### config.mk
export PLATFORM = sky130hd
export DESIGN_NAME = bomb_ctrl
export DESIGN_NICKNAME = d
export VERILOG_FILES = /design/src/rtl/bomb_pkg.sv /design/src/rtl/bomb_sec_tick.sv /design/src/rtl/bomb_ctrl.sv
export SDC_FILE = /design/constraint.sdc
export NUM_CORES = 1
export LEC_CHECK = 0
export ABC_CLOCK_PERIOD_IN_PS = 4500
export CAP_MARGIN = 20
export CELL_PAD_IN_SITES_DETAIL_PLACEMENT = 1
export CELL_PAD_IN_SITES_GLOBAL_PLACEMENT = 1
export CORE_MARGIN = 5
export CORE_UTILIZATION = 30
export CTS_CLUSTER_DIAMETER = 200
export DETAILED_ROUTE_END_ITERATION = 8
export GPL_TIMING_DRIVEN = 0
export MAX_ROUTING_LAYER = met4
export PLACE_DENSITY_LB_ADDON = 0.05
export SLEW_MARGIN = 20
export SYNTH_ARGS = -nofsm -noshare
export SYNTH_HDL_FRONTEND = slang
export SYNTH_HIERARCHICAL = 1
export SYNTH_SLANG_ARGS = --single-unit
### constraint.sdc
create_clock -name clk -period 4.5 [get_ports clk]
set_input_delay 0.9 -clock clk [delete_from_list [all_inputs] [get_ports clk]]
set_output_delay 0.9 -clock clk [all_outputs]
set_load 0.03 [all_outputs]
### src/rtl/bomb_pkg.sv
// Shared types and widths for the bomb-defusal game controller.
package bomb_pkg;
  localparam int SEC_W    = 8;
  localparam int STRIKE_W = 2;
  localparam int CODE_W   = 4;

  typedef enum logic [1:0] {IDLE, ARMED, DISARMED, EXPLODED} state_t;
endpackage

### src/rtl/bomb_sec_tick.sv
// Countdown-second divider: one-cycle tick every TICK_DIV enabled cycles.
module sec_tick #(
  parameter int TICK_DIV = 50_000_000
) (
  input  logic clk,
  input  logic rst,
  input  logic en,
  input  logic clr,
  output logic tick
);
  localparam int CW = (TICK_DIV > 1) ? $clog2(TICK_DIV) : 1;
  localparam logic [CW-1:0] LAST = CW'(TICK_DIV - 1);

  logic [CW-1:0] count;

  // Held at zero whenever disabled so every game starts on a full second.
  always_ff @(posedge clk) begin
    if (rst || clr || !en) count <= '0;
    else if (count == LAST) count <= '0;
    else                    count <= count + 1'b1;
  end

  assign tick = en && (count == LAST);
endmodule

### src/rtl/bomb_ctrl.sv
// Game FSM: latches the secret on arm, counts down seconds, scores guesses.
module bomb_ctrl
  import bomb_pkg::*;
#(
  parameter int TICK_DIV    = 50_000_000,
  parameter int COUNT_INIT  = 60,
  parameter int MAX_STRIKES = 3
) (
  input  logic              clk,
  input  logic              rst,
  input  logic              start,
  input  logic              enter,
  input  logic [CODE_W-1:0] code_sw,
  output logic              armed,
  output logic              explosion,
  output logic              disarm,
  output logic [SEC_W-1:0]  seconds_left,
  output logic [STRIKE_W-1:0] strikes
);
  localparam logic [SEC_W-1:0]    SEC_INIT = SEC_W'(COUNT_INIT);
  localparam logic [STRIKE_W-1:0] STR_MAX  = STRIKE_W'(MAX_STRIKES);

  state_t              state;
  logic [CODE_W-1:0]   secret;
  logic                tick;
  logic                arm;
  logic                hit, miss, strike_out, time_out;
  logic [STRIKE_W-1:0] strikes_nx;

  assign arm        = (state == IDLE) && start;
  assign hit        = enter && (code_sw == secret);
  assign miss       = enter && (code_sw != secret);
  assign strikes_nx = strikes + 1'b1;
  assign strike_out = miss && (strikes != STR_MAX) && (strikes_nx == STR_MAX);
  assign time_out   = tick && (seconds_left == SEC_W'(1));

  sec_tick #(.TICK_DIV(TICK_DIV)) u_tick (
    .clk  (clk),
    .rst  (rst),
    .en   (state == ARMED),
    .clr  (arm),
    .tick (tick)
  );

  always_ff @(posedge clk) begin
    if (rst) begin
      state        <= IDLE;
      armed        <= 1'b0;
      explosion    <= 1'b0;
      disarm       <= 1'b0;
      seconds_left <= '0;
      strikes      <= '0;
      secret       <= '0;
    end else begin
      case (state)
        IDLE: if (start) begin
          state        <= ARMED;
          armed        <= 1'b1;
          secret       <= code_sw;
          seconds_left <= SEC_INIT;
          strikes      <= '0;
        end
        ARMED: begin
          if (hit) begin
            // A correct guess wins even against a same-cycle final tick.
            state  <= DISARMED;
            armed  <= 1'b0;
            disarm <= 1'b1;
          end else begin
            if (miss && strikes != STR_MAX) strikes <= strikes_nx;
            if (tick && seconds_left != '0) seconds_left <= seconds_left - 1'b1;
            if (strike_out || time_out) begin
              state     <= EXPLODED;
              armed     <= 1'b0;
              explosion <= 1'b1;
            end
          end
        end
        DISARMED, EXPLODED: if (start) begin
          state     <= IDLE;
          armed     <= 1'b0;
          explosion <= 1'b0;
          disarm    <= 1'b0;
        end
        default: state <= IDLE;
      endcase
    end
  end
endmodule

# Word level (Yosys, flattened, before mapping)
# Index checks and enable logic that the tools add are counted.
[word_totals]
register_bits = 45
in_bits = 8
output_inout_bits = 13
word_cells = 74
[classes]
add_sub_neg = 3
n_eq_ne = 17
n_mux = 22
n_reduce_logical = 24
[op_table]
columns = ["op", "count"]
rows = [
  ["$add 26x1->26 const B", 1],
  ["$eq 26x26->1 const B", 1],
  ["$mux 8", 3],
  ["$ne 2x2->1 const B", 8],
  ["$pmux 8 s2", 1],
  ["$mux 2", 6],
  ["$reduce_and 4->1", 3],
  ["$eq 8x1->1 const B", 1],
  ["$logic_and 1x1->1", 8],
  ["$reduce_bool 8->1", 1],
  ["$sub 8x1->8 const B", 1],
  ["$mux 1", 7],
  ["$eq 2x2->1 const B", 3],
  ["$pmux 2 s3", 1],
  ["$reduce_and 3->1", 2],
  ["$eq 4x4->1", 1],
  ["$ne 4x4->1", 1],
  ["$pmux 1 s2", 2],
  ["$pmux 2 s2", 1],
  ["$reduce_bool 2->1", 2],
  ["$reduce_or 2->1", 2],
  ["$logic_or 1x1->1", 3],
  ["$ne 3x3->1 const B", 1],
  ["$pmux 1 s3", 1],
  ["5 further kinds", 5],
]

# Depth between registers and ports, before layout
[logic_depth]
ltp_word = 8
depth_mapped = 11
mapped_depth_nobuf = 9

# Modules after synthesis
# The synthesis kept the hierarchy.
[modules_own_cells]
columns = ["mod", "instances", "cells_per_inst", "area_each_um2", "seq_area_each_um2"]
rows = [
  ["sec_tick", 1, 142, 1263.7, 520.5],
  ["bomb_ctrl", 1, 118, 1059.8, 380.4],
]

# Worst setup path before layout
# Ideal clock, no wire load.
[synth_path]
path_type = "in2reg"
from = "input port start"
to = "register u_tick.count[22]"
setup_time_ns = 0.070
arrival_time_ns = 2.281
t_required_ns = 4.430
path_slack_ns = 2.150
path_stages = 9
path_buffers = 3
path_cell_list = "inv_1 > or3_1 > clkbuf_1 > inv_1 > buf_6 > nor3_1 > o31ai_4 > buf_4 > a21oi_1"
[synth_via]
elab_chain_len = 4
[synth_rtl]
columns = ["element", "line", "text"]
rows = [
  ["start, declared", "bomb_ctrl.sv:11", "input logic start,"],
  ["$logic_and 1x1->1", "bomb_ctrl.sv:30", "assign arm = (state == IDLE) && start;"],
  ["via arm", "bomb_ctrl.sv:26", "logic arm;"],
  ["$logic_or 1x1->1 (2 in a row)", "bomb_sec_tick.sv:18", "if (rst || clr || !en) count <= '0;"],
  ["$reduce_or 2->1 (no line)", "-", ""],
  ["end signal, assigned", "bomb_sec_tick.sv:20", "else count <= count + 1'b1;"],
  ["end, declared", "bomb_sec_tick.sv:14", "logic [CW-1:0] count;"],
]
# The timed path passes the listed nets, and every way through them passes these cells.
# A chain may end at the register's enable or synchronous reset.

# Final worst setup path
[layout_path]
from = "input port start"
to = "register u_tick.count[21]"
# The elaborated chain is that of the path after synthesis.

==> metrics.txt <==
outcome=complete, no violations; Clk pin slew, worst setup/hold paths=about 90 ps; FFs w/ async S/R, synth=0%; initial antenna violation count=0; hold_buf cts=0; htree depth=2; Util after Layout=35.8%; DPL Wire Length=4.03 mm; post-CTS resize count=0; Total Neg Setup Slack=0 ps; Seq pwr share=between 50% and 60%; routed wl met2=around 2.7 mm; unrepaired setup endpoints after global routing=false; 1st-pass router iterations=4; fillcell total=around 900; Cell Pwr Density=288 nW/µm²; Met1 Wirelength=about 2.7 mm; hold depth=2; Initial Util=between 30% and 40%; Critical Path End Type=flip-flop; area grow syn2layout=17.7%; CP max FO=10; worst reg2reg path endpoint=seconds_left[5]; global-route usage over all layers=approximately 13%; synthesized cell area=approximately 2300 µm²; core box area=between 7000 and 8000 µm²; flop-to-flop setup slack=around 1800 ps; share of cells above drive strength 1=roughly 11%; top cells by area, synth=dfxtp_1, xor2_1, a21oi_1, nand2_1, nor2_1; Die Y=between 90 and 100 µm; beginning of the critical path=start; die footprint=9600 µm²; routed wire length per instance=~14 µm; clock root buffer master=clkbuf_8; Worst Path Class, Setup=in -> reg; Synth cell types=51; sequential element share of the synthesized area=between 30% and 40%; Post-synth EDFFs=0; Placer Congestion=roughly 0.67; Fin. Hold Viols=0; worst reg2reg path depth=9; CP startpoint kind=input port; Post-CTS Setup Bufs=0; routed vias=1,954; Cells after Synth=between 200 and 300; Die W=slightly below 100 µm; Tightest Hold Check Type=reg -> reg; # diodes=0; met3 wire len=201 µm; Final Hold Slack=between 400 and 500 ps; fin crit share=between 60% and 70%; Setup Viol. Count Final=0; NetSw=222 µW; Slew headroom=between 40% and 50%; Syn Area/Cell=between 8 and 9 µm²; internal power=565 µW; Clock Sinks=between 40 and 50; Yosys reg bits=45; Nets=approximately 300; crit path DAT=around 3300 ps; WHS Endpoint=secret[1]; FP Rows=32; synth warn=6; hold wc startpoint=secret[1]; IO Count=21; Fmax=0.328 GHz; Top Layer Used=met4; Max Buffers Root-to-Sink=2; count leader, synth=dfxtp_1; post-synth top area share=about 39%; Synth top cells by count=dfxtp_1, nand2_1, nor2_1; max-slew violation count=0; worst clock skew=9.80 ps; Final ANT Viol Nets=0; Final min period=3050 ps; Synth area leader=dfxtp_1; GRT overflow=0; Num CTS Buffers=5; RR Startpoint=u_tick/count[0]; worst slew pin tran=between 800 and 900 ps; Worst VDD drop=0.000104 V; number of global-route vias before repair=1,962; pin count of the biggest net entering global routing=14; Leakage Power=between 0.0008 and 0.0009 µW; Main synth FF type=dfxtp_1; clk_lat worst skew=~300 ps; drt drc=0; CTS tree=done; Clock power frac=32.6%; Maximum Capacitance Violations=0; Vias per Instance=between 5 and 6; Comb pwr share=13.7%; Post-Syn Nets=between 200 and 300; first-pass GRT wire length=9.63 mm; Crit path required time=between 4000 and 5000 ps; Post-Route WL=5.61 mm; Switching Fraction=around 28%; IO Port Bufs=20; drt first-iter violations=31
[power by group through the flow]
stage                     clock network (µW)  logic (µW)  registers [µW]
final                                    256         108             422
after global routing                     289         119             425
after CTS                                271         110             423
after detailed placement                   0         110             432
after global placement                     0         110             431
after floorplan                            0        60.0             440
[final cells by class]
type	count	area, µm²	area share, %
Sequential cell	45	901	32.9
Buffer	12	100	3.66
Clock inverter	1	7.51	0.274
Inverter	11	41.3	1.51
Clock buffer	7	76.3	2.79
Multi-Input combinational cell	192	1280	46.8
Tap cell	102	128	4.67
Timing Repair Buffer	20	200	7.32
[critical path: stages]
cell and delay [ps]:
clkdlybuf4s50_1 490, inv_1 110, or3_1 100, clkbuf_1 380, inv_1 230, buf_6 210
nor3_1 290, o31ai_4 210, buf_4 230, a21oi_1 130
[cell usage in the layout (no fill, tap or decap), types with 7 or more instances in the layout]
| master | n |
|---|---|
| dfxtp_1 | 45 |
| clkbuf_8 | 8 |
| xnor2_1 | 7 |
| inv_1 | 11 |
| and4_1 | 7 |
| a21oi_1 | 18 |
| nor2_1 | 24 |
| or3_1 | 10 |
| nand3_1 | 11 |
| xor2_1 | 11 |
| clkdlybuf4s50_1 | 20 |
| nor3_1 | 7 |
| nand2_1 | 24 |
[through the flow]
stage,total power (µW),area (µm²),cells,setup WS [ps]
floorplan,500,2320,260,2150
CTS,804,2740,390,1440
global placement,542,2650,382,1090
finish,787,2740,390,1450
global route,833,2740,390,1290
detailed placement,542,2650,382,1130
[state kept, by name (all words and copies together), names as in the netlist]
name          count
armed             1
disarm            1
explosion         1
seconds_left      8
secret            4
state             2
strikes           2
u_tick/count     26
[how the worst max path moves through the flow]
stage / to / slack, ps / depth (start not counted)
4_1_cts: u_tick/count[21] / 1440 / 10
3_5_place_dp: u_tick/count[21] / 1130 / 10
5_1_grt: u_tick/count[22] / 1290 / 10
6_report: u_tick/count[21] / 1450 / 10
3_3_place_gp: u_tick/count[22] / 1090 / 10
2_1_floorplan: u_tick/count[22] / 2150 / 9
[kinds of logic (layout without fill, tap and decap cells)]
group | Yosys count | count (layout) | share of synthesized area (%)
AND/OR/NAND/NOR | 122 | 122 | 31.6
flip-flops | 45 | 45 | 38.8
AO/OA/AOI/OAI | 44 | 44 | 12.7
buffers and inverters | 23 | 51 | 6.09
XOR/XNOR | 18 | 18 | 6.79
adder cells (fa/ha/maj) | 6 | 6 | 3.23
multiplexers | 2 | 2 | 0.862
[per-layer routing]
metal	up-vias	track usage, %
li1	992	-
met1	937	15.8
met2	23	20.2
met3	2	3.50
met4	0	2.56
met5	-	-
Note: power is estimated with default switching activity, not from simulation.
